===== config.mk =====
export PLATFORM = sky130hd
export DESIGN_NAME = pes_elc_scan
export DESIGN_NICKNAME = d
export VERILOG_FILES = /design/src/rtl/pes_elc_scan.sv
export SDC_FILE = /design/constraint.sdc
export NUM_CORES = 1
export LEC_CHECK = 0
export ABC_AREA = 1
export BUFFER_PORTS_ARGS = -buffer_cell sky130_fd_sc_hd__buf_2
export CAP_MARGIN = 5
export CORE_MARGIN = 1
export CORE_UTILIZATION = 34
export DETAILED_ROUTE_END_ITERATION = 8
export PLACE_DENSITY = 0.65
export SYNTH_ARGS = -nofsm -noshare
export SYNTH_HDL_FRONTEND = slang
export SYNTH_SLANG_ARGS = --single-unit

===== constraint.sdc =====
create_clock -name clk -period 1.7 [get_ports clk]
set_input_delay 0.255 -clock clk [delete_from_list [all_inputs] [get_ports clk]]
set_output_delay 0.255 -clock clk [all_outputs]
set_load 0.03 [all_outputs]

===== src/rtl/pes_elc_scan.sv =====
// rtl/pes_elc_scan.sv - SCAN-order multi-request elevator controller with door and overload interlocks
module pes_elc_scan #(
    parameter int NUM_FLOORS    = 8,
    parameter int TRAVEL_CYCLES = 4,
    parameter int DOOR_CYCLES   = 6
) (
    input  logic                  clk,
    input  logic                  reset,
    input  logic [NUM_FLOORS-1:0] request_floor,
    input  logic [NUM_FLOORS-1:0] in_current_floor,
    input  logic                  over_time,
    input  logic                  over_weight,
    output logic                  direction,
    output logic [NUM_FLOORS-1:0] out_current_floor,
    output logic                  complete,
    output logic                  door_open,
    output logic                  moving,
    output logic                  door_alert,
    output logic                  weight_alert,
    output logic [NUM_FLOORS-1:0] pending
);

    localparam int TW = (TRAVEL_CYCLES > 1) ? $clog2(TRAVEL_CYCLES) : 1;
    localparam int DW = (DOOR_CYCLES > 1) ? $clog2(DOOR_CYCLES) : 1;
    localparam logic [TW-1:0] TRAVEL_LOAD = TW'(TRAVEL_CYCLES - 1);
    localparam logic [DW-1:0] DOOR_LOAD   = DW'(DOOR_CYCLES - 1);

    typedef enum logic [1:0] {
        S_IDLE,
        S_MOVING,
        S_ARRIVE,
        S_DOOR_OPEN
    } state_t;

    state_t                state;
    logic [TW-1:0]         travel_cnt;
    logic [DW-1:0]         door_cnt;

    logic [NUM_FLOORS-1:0] pend_in;
    logic [NUM_FLOORS-1:0] below_mask;
    logic [NUM_FLOORS-1:0] above_mask;
    logic [NUM_FLOORS-1:0] clear_mask;
    logic [NUM_FLOORS-1:0] shifted;
    logic                  ahead;
    logic                  at_req;
    logic                  can_shift;
    logic                  deciding;
    logic                  start_onehot;

    // Requests arriving this cycle take part in this cycle's decision.
    assign pend_in    = pending | request_floor;
    assign below_mask = out_current_floor - 1'b1;
    assign above_mask = ~(out_current_floor | below_mask);
    assign ahead      = direction ? |(pend_in & above_mask) : |(pend_in & below_mask);
    assign at_req     = |(pend_in & out_current_floor);
    assign deciding   = (state == S_IDLE) || (state == S_ARRIVE);

    // The open floor is absorbed on door entry and for the whole time the door is open.
    assign clear_mask = ((deciding && at_req) || (state == S_DOOR_OPEN)) ? out_current_floor
                                                                        : '0;

    assign shifted   = direction ? (out_current_floor << 1) : (out_current_floor >> 1);
    assign can_shift = direction ? ~out_current_floor[NUM_FLOORS-1] : ~out_current_floor[0];

    assign start_onehot = (in_current_floor != '0) &&
                          ((in_current_floor & (in_current_floor - 1'b1)) == '0);

    assign door_open = (state == S_DOOR_OPEN);
    assign moving    = (state == S_MOVING);

    always_ff @(posedge clk) begin
        if (reset) begin
            state             <= S_IDLE;
            pending           <= '0;
            direction         <= 1'b1;
            complete          <= 1'b0;
            door_alert        <= 1'b0;
            weight_alert      <= 1'b0;
            travel_cnt        <= '0;
            door_cnt          <= '0;
            out_current_floor <= start_onehot ? in_current_floor
                                              : NUM_FLOORS'(1);
        end else begin
            pending      <= pend_in & ~clear_mask;
            complete     <= 1'b0;
            door_alert   <= over_time & (state == S_DOOR_OPEN);
            weight_alert <= over_weight & (state == S_DOOR_OPEN);

            case (state)
                S_IDLE, S_ARRIVE: begin
                    if (at_req) begin
                        state    <= S_DOOR_OPEN;
                        door_cnt <= DOOR_LOAD;
                        complete <= 1'b1;
                    end else if (pend_in != '0) begin
                        // Nothing ahead means everything outstanding is behind: reverse.
                        if (!ahead)
                            direction <= ~direction;
                        state      <= S_MOVING;
                        travel_cnt <= TRAVEL_LOAD;
                    end else begin
                        state <= S_IDLE;
                    end
                end
                S_MOVING: begin
                    if (travel_cnt == '0) begin
                        if (can_shift)
                            out_current_floor <= shifted;
                        state <= S_ARRIVE;
                    end else begin
                        travel_cnt <= travel_cnt - 1'b1;
                    end
                end
                S_DOOR_OPEN: begin
                    if (over_time || over_weight)
                        door_cnt <= DOOR_LOAD;
                    else if (door_cnt == '0)
                        state <= S_IDLE;
                    else
                        door_cnt <= door_cnt - 1'b1;
                end
                default: state <= S_IDLE;
            endcase
        end
    end

endmodule

==> impl_metrics.env <==
export IMPL_outcome="complete, no violations"
export IMPL_tritoncts_clock_tree="built"
export IMPL_cts_num_sinks=27
export IMPL_drv_max_cap_violation_count=0
export IMPL_post_synth_top_area_cell="sky130_fd_sc_hd__dfxtp_1"
export IMPL_worstSetupStartpointType="flop"
export IMPL_timing_final_setup_violations=0
export IMPL_die_area_um2=5470
export IMPL_peakVddDrop_mv=0.377
export IMPL_fin_skew_ns=0.00513
export IMPL_die_height_um=74.0
export IMPL_insertion_delay_ns=0.28
export IMPL_ys_ff_latch=27
export IMPL_drt_iter0_markers=84
export IMPL_yosysWarningCount=0
export IMPL_detail_route_vias_per_cell=4.46
export IMPL_ctsHtreeMaxLevel=1
export IMPL_grt_ovfl_total=0
export IMPL_worstSetupEndpointType="flop"
export IMPL_floorplan_core_area_um2=4850
export IMPL_layout_nets=359
export IMPL_vias=1757
export IMPL_placement_rows=25
export IMPL_antenna_cells=0
export IMPL_largest_family_of_logic_cells_by_synthesized_area="simple AND/OR/NAND/NOR gates"
export IMPL_critical_path_arrival_ns=1.83
export IMPL_maxClockFrequency_ghz=0.607
export IMPL_hold_path_class="in2reg"
export IMPL_area_growth_synth_to_final_pct=25.3
export IMPL_finalWeightedCongestion=0.860
export IMPL_post_synth_instance_area_um2=1760
export IMPL_remaining_drc_errors=0
export IMPL_grt_util_all_layers_pct=15.6
export IMPL_hpwl_mm=3.21
export IMPL_antenna_found_initial=0
export IMPL_post_synth_top_area_fraction_pct=21.6
export IMPL_design_portCount=42
export IMPL_wire_length_of_the_first_global_routing_pass_mm=6.65
export IMPL_crit_path_category="reg2reg"
export IMPL_path_max_fanout=4
export IMPL_finalWorstPathRequiredPeriod_ns=1.65
export IMPL_drt_pass1_iter_count=4
export IMPL_pin_count_of_the_biggest_net_entering_global_routing=31
export IMPL_leakagePower_nw=1.18
export IMPL_finalCritPeriodShare_pct=96.9
export IMPL_detail_route_wirelength_mm=4.04
export IMPL_port_buffers=41
export IMPL_worst_setup_hold_path_clk_slew_ns=0.10
export IMPL_power_density_cell_area_nw_per_um2=824
export IMPL_post_synth_main_area_contributors="sky130_fd_sc_hd__dfxtp_1 22%, sky130_fd_sc_hd__nand2_1 18%, sky130_fd_sc_hd__edfxtp_1 14%, sky130_fd_sc_hd__inv_1 9.6%, sky130_fd_sc_hd__ha_1 7.8%"
export IMPL_start_util_pct=36.3
export IMPL_synth_compound_area_share_pct=11.2
export IMPL_clk_path_buf_depth=2
export IMPL_synth_distinct_cells=23
export IMPL_hold_ws_ns=0.220
export IMPL_detail_route_antenna_nets=0
export IMPL_synth_yosys_seq_area_share_pct=35.3
export IMPL_timing_slew_headroom_pct=71.9
export IMPL_first_global_vias=1521
export IMPL_route_detailed_wl_per_inst_um=10.3
export IMPL_slew_viol_final=0
export IMPL_fraction_of_layout_instances_using_a_drive_strength_above_1_pct=23.9
export IMPL_die_x_um=74.0
export IMPL_worst_slew_pin_transition_ns=0.421
export IMPL_required_ns=1.88
export IMPL_hold_viol_final=0
export IMPL_root_buffer_selected_by_cts="sky130_fd_sc_hd__clkbuf_8"
export IMPL_totalPowerFinal_mw=1.82
export IMPL_syn_mean_instance_area_um2=6.45
export IMPL_postSynthNetCount=304
export IMPL_post_synth_xor_area_fraction_pct=0
export IMPL_postSynthCellCount=273
export IMPL_synth_fa_ha_area_share_pct=7.82
export IMPL_grt_setup_unrepaired="true"
export IMPL_numCtsBuffers=3
export IMPL_synthSimpleGateAreaFrac_pct=34.8
export IMPL_post_synth_mux_area_share_pct=0
## worst paths after layout
path                             startpoint                         end  slack (ns)  cells after the start
min                               over_time       door_alert$_SDFF_PP0_        0.22                      3
min reg2reg      travel_cnt[1]$_SDFFE_PP0P_  travel_cnt[1]$_SDFFE_PP0P_        0.47                      2
max          out_current_floor[1]$_DFFE_PP_      direction$_SDFFE_PP1P_        0.05                     10
max reg2reg  out_current_floor[1]$_DFFE_PP_      direction$_SDFFE_PP1P_        0.05                     10
## cell usage after synthesis
library cell	instances
sky130_fd_sc_hd__o21ai_1	1
sky130_fd_sc_hd__o211ai_1	1
sky130_fd_sc_hd__nor3_1	3
sky130_fd_sc_hd__o21ai_0	19
sky130_fd_sc_hd__a21oi_1	15
sky130_fd_sc_hd__nand2_2	1
sky130_fd_sc_hd__inv_2	1
sky130_fd_sc_hd__nand3_1	12
sky130_fd_sc_hd__buf_2	1
sky130_fd_sc_hd__a21o_1	1
sky130_fd_sc_hd__ha_1	11
sky130_fd_sc_hd__nand4_1	2
sky130_fd_sc_hd__edfxtp_1	8
sky130_fd_sc_hd__nand3_2	1
sky130_fd_sc_hd__a31oi_1	1
sky130_fd_sc_hd__inv_1	45
sky130_fd_sc_hd__nand2_1	84
sky130_fd_sc_hd__nand2_4	3
sky130_fd_sc_hd__clkbuf_1	4
sky130_fd_sc_hd__and2_1	1
sky130_fd_sc_hd__dfxtp_1	19
sky130_fd_sc_hd__nor2_2	3
sky130_fd_sc_hd__nor2_1	36
## state kept, by name, summed over array words and instances (netlist names)
register	count
complete	1
pending	8
door_alert	1
travel_cnt	2
door_cnt	3
direction	1
state	2
weight_alert	1
out_current_floor	8
## per-stage QoR
step | TNS, ns | utilization [%] | instance area (um^2) | setup WS [ns] | cells
floorplan | -0.325 | - | 1770 | -0.0920 | 273
global placement | 0 | 43.8 | 2120 | 0.0723 | 387
detailed placement | 0 | 43.8 | 2120 | 0.0325 | 387
CTS | 0 | 44.8 | 2170 | 0.00247 | 391
global route | -0.0833 | 45.5 | 2210 | -0.0833 | 394
finish | 0 | 45.5 | 2210 | 0.0524 | 394
## what timing repair did
item | in CTS | in global routing
endpoints found under the hold margin | 0 | 0
endpoints found under the setup margin | 0 | 1
setup buffers | 0 | 3
hold buffers | 0 | 0
gates resized for setup | 0 | 4
## kinds of logic (layout without fill, tap and decap cells)
family | count (synthesis) | in the layout
AO/OA/AOI/OAI | 38 | 38
adder cells (fa/ha/maj) | 11 | 11
buffers and inverters | 51 | 105
flip-flops | 27 | 27
AND/OR/NAND/NOR | 146 | 146
## area by class of cell
class	count	area, um^2
tap	67	83.8
multi-input combinational	195	971
clock buffer	3	41.3
clock inverter	1	6.26
fill	493	2640
inverter	46	173
sequential	27	621
timing repair buffer	55	310
## critical path: stages, from the launching register on
cell and delay, ns:
sky130_fd_sc_hd__edfxtp_1 0.41, sky130_fd_sc_hd__inv_2 0.10, sky130_fd_sc_hd__ha_2 0.19, sky130_fd_sc_hd__nand2_1 0.06, sky130_fd_sc_hd__ha_1 0.27, sky130_fd_sc_hd__nand2_1 0.06
sky130_fd_sc_hd__and2_4 0.16, sky130_fd_sc_hd__nand3_2 0.06, sky130_fd_sc_hd__nor2_1 0.04, sky130_fd_sc_hd__a21oi_1 0.14, sky130_fd_sc_hd__nand2_1 0.06
## report_power, final
group | internal, mW | switching [mW]
sequential | 0.737 | 0.0376
clock | 0.168 | 0.216
combinational | 0.232 | 0.427
total | 1.14 | 0.681
## cells in the final DEF (no fill, tap or decap), types with 5 or more instances in the layout
master / count
sky130_fd_sc_hd__ha_1: 10
sky130_fd_sc_hd__inv_1: 42
sky130_fd_sc_hd__nor2_2: 5
sky130_fd_sc_hd__a21oi_1: 15
sky130_fd_sc_hd__buf_2: 41
sky130_fd_sc_hd__dfxtp_1: 19
sky130_fd_sc_hd__buf_4: 14
sky130_fd_sc_hd__nor2_1: 34
sky130_fd_sc_hd__edfxtp_1: 8
sky130_fd_sc_hd__nand2_1: 84
sky130_fd_sc_hd__nand3_1: 10
sky130_fd_sc_hd__o21ai_0: 18
## routing by layer
layer  global-route usage (%)  up-vias  wire [um]
met5                        0        -          0
met2                     24.9       37       1790
met1                     21.2      755       1980
met3                     2.44        6        200
li1                         -      959          -
met4                     5.98        0         68
No activity file was read; power rests on OpenSTA's default activity.
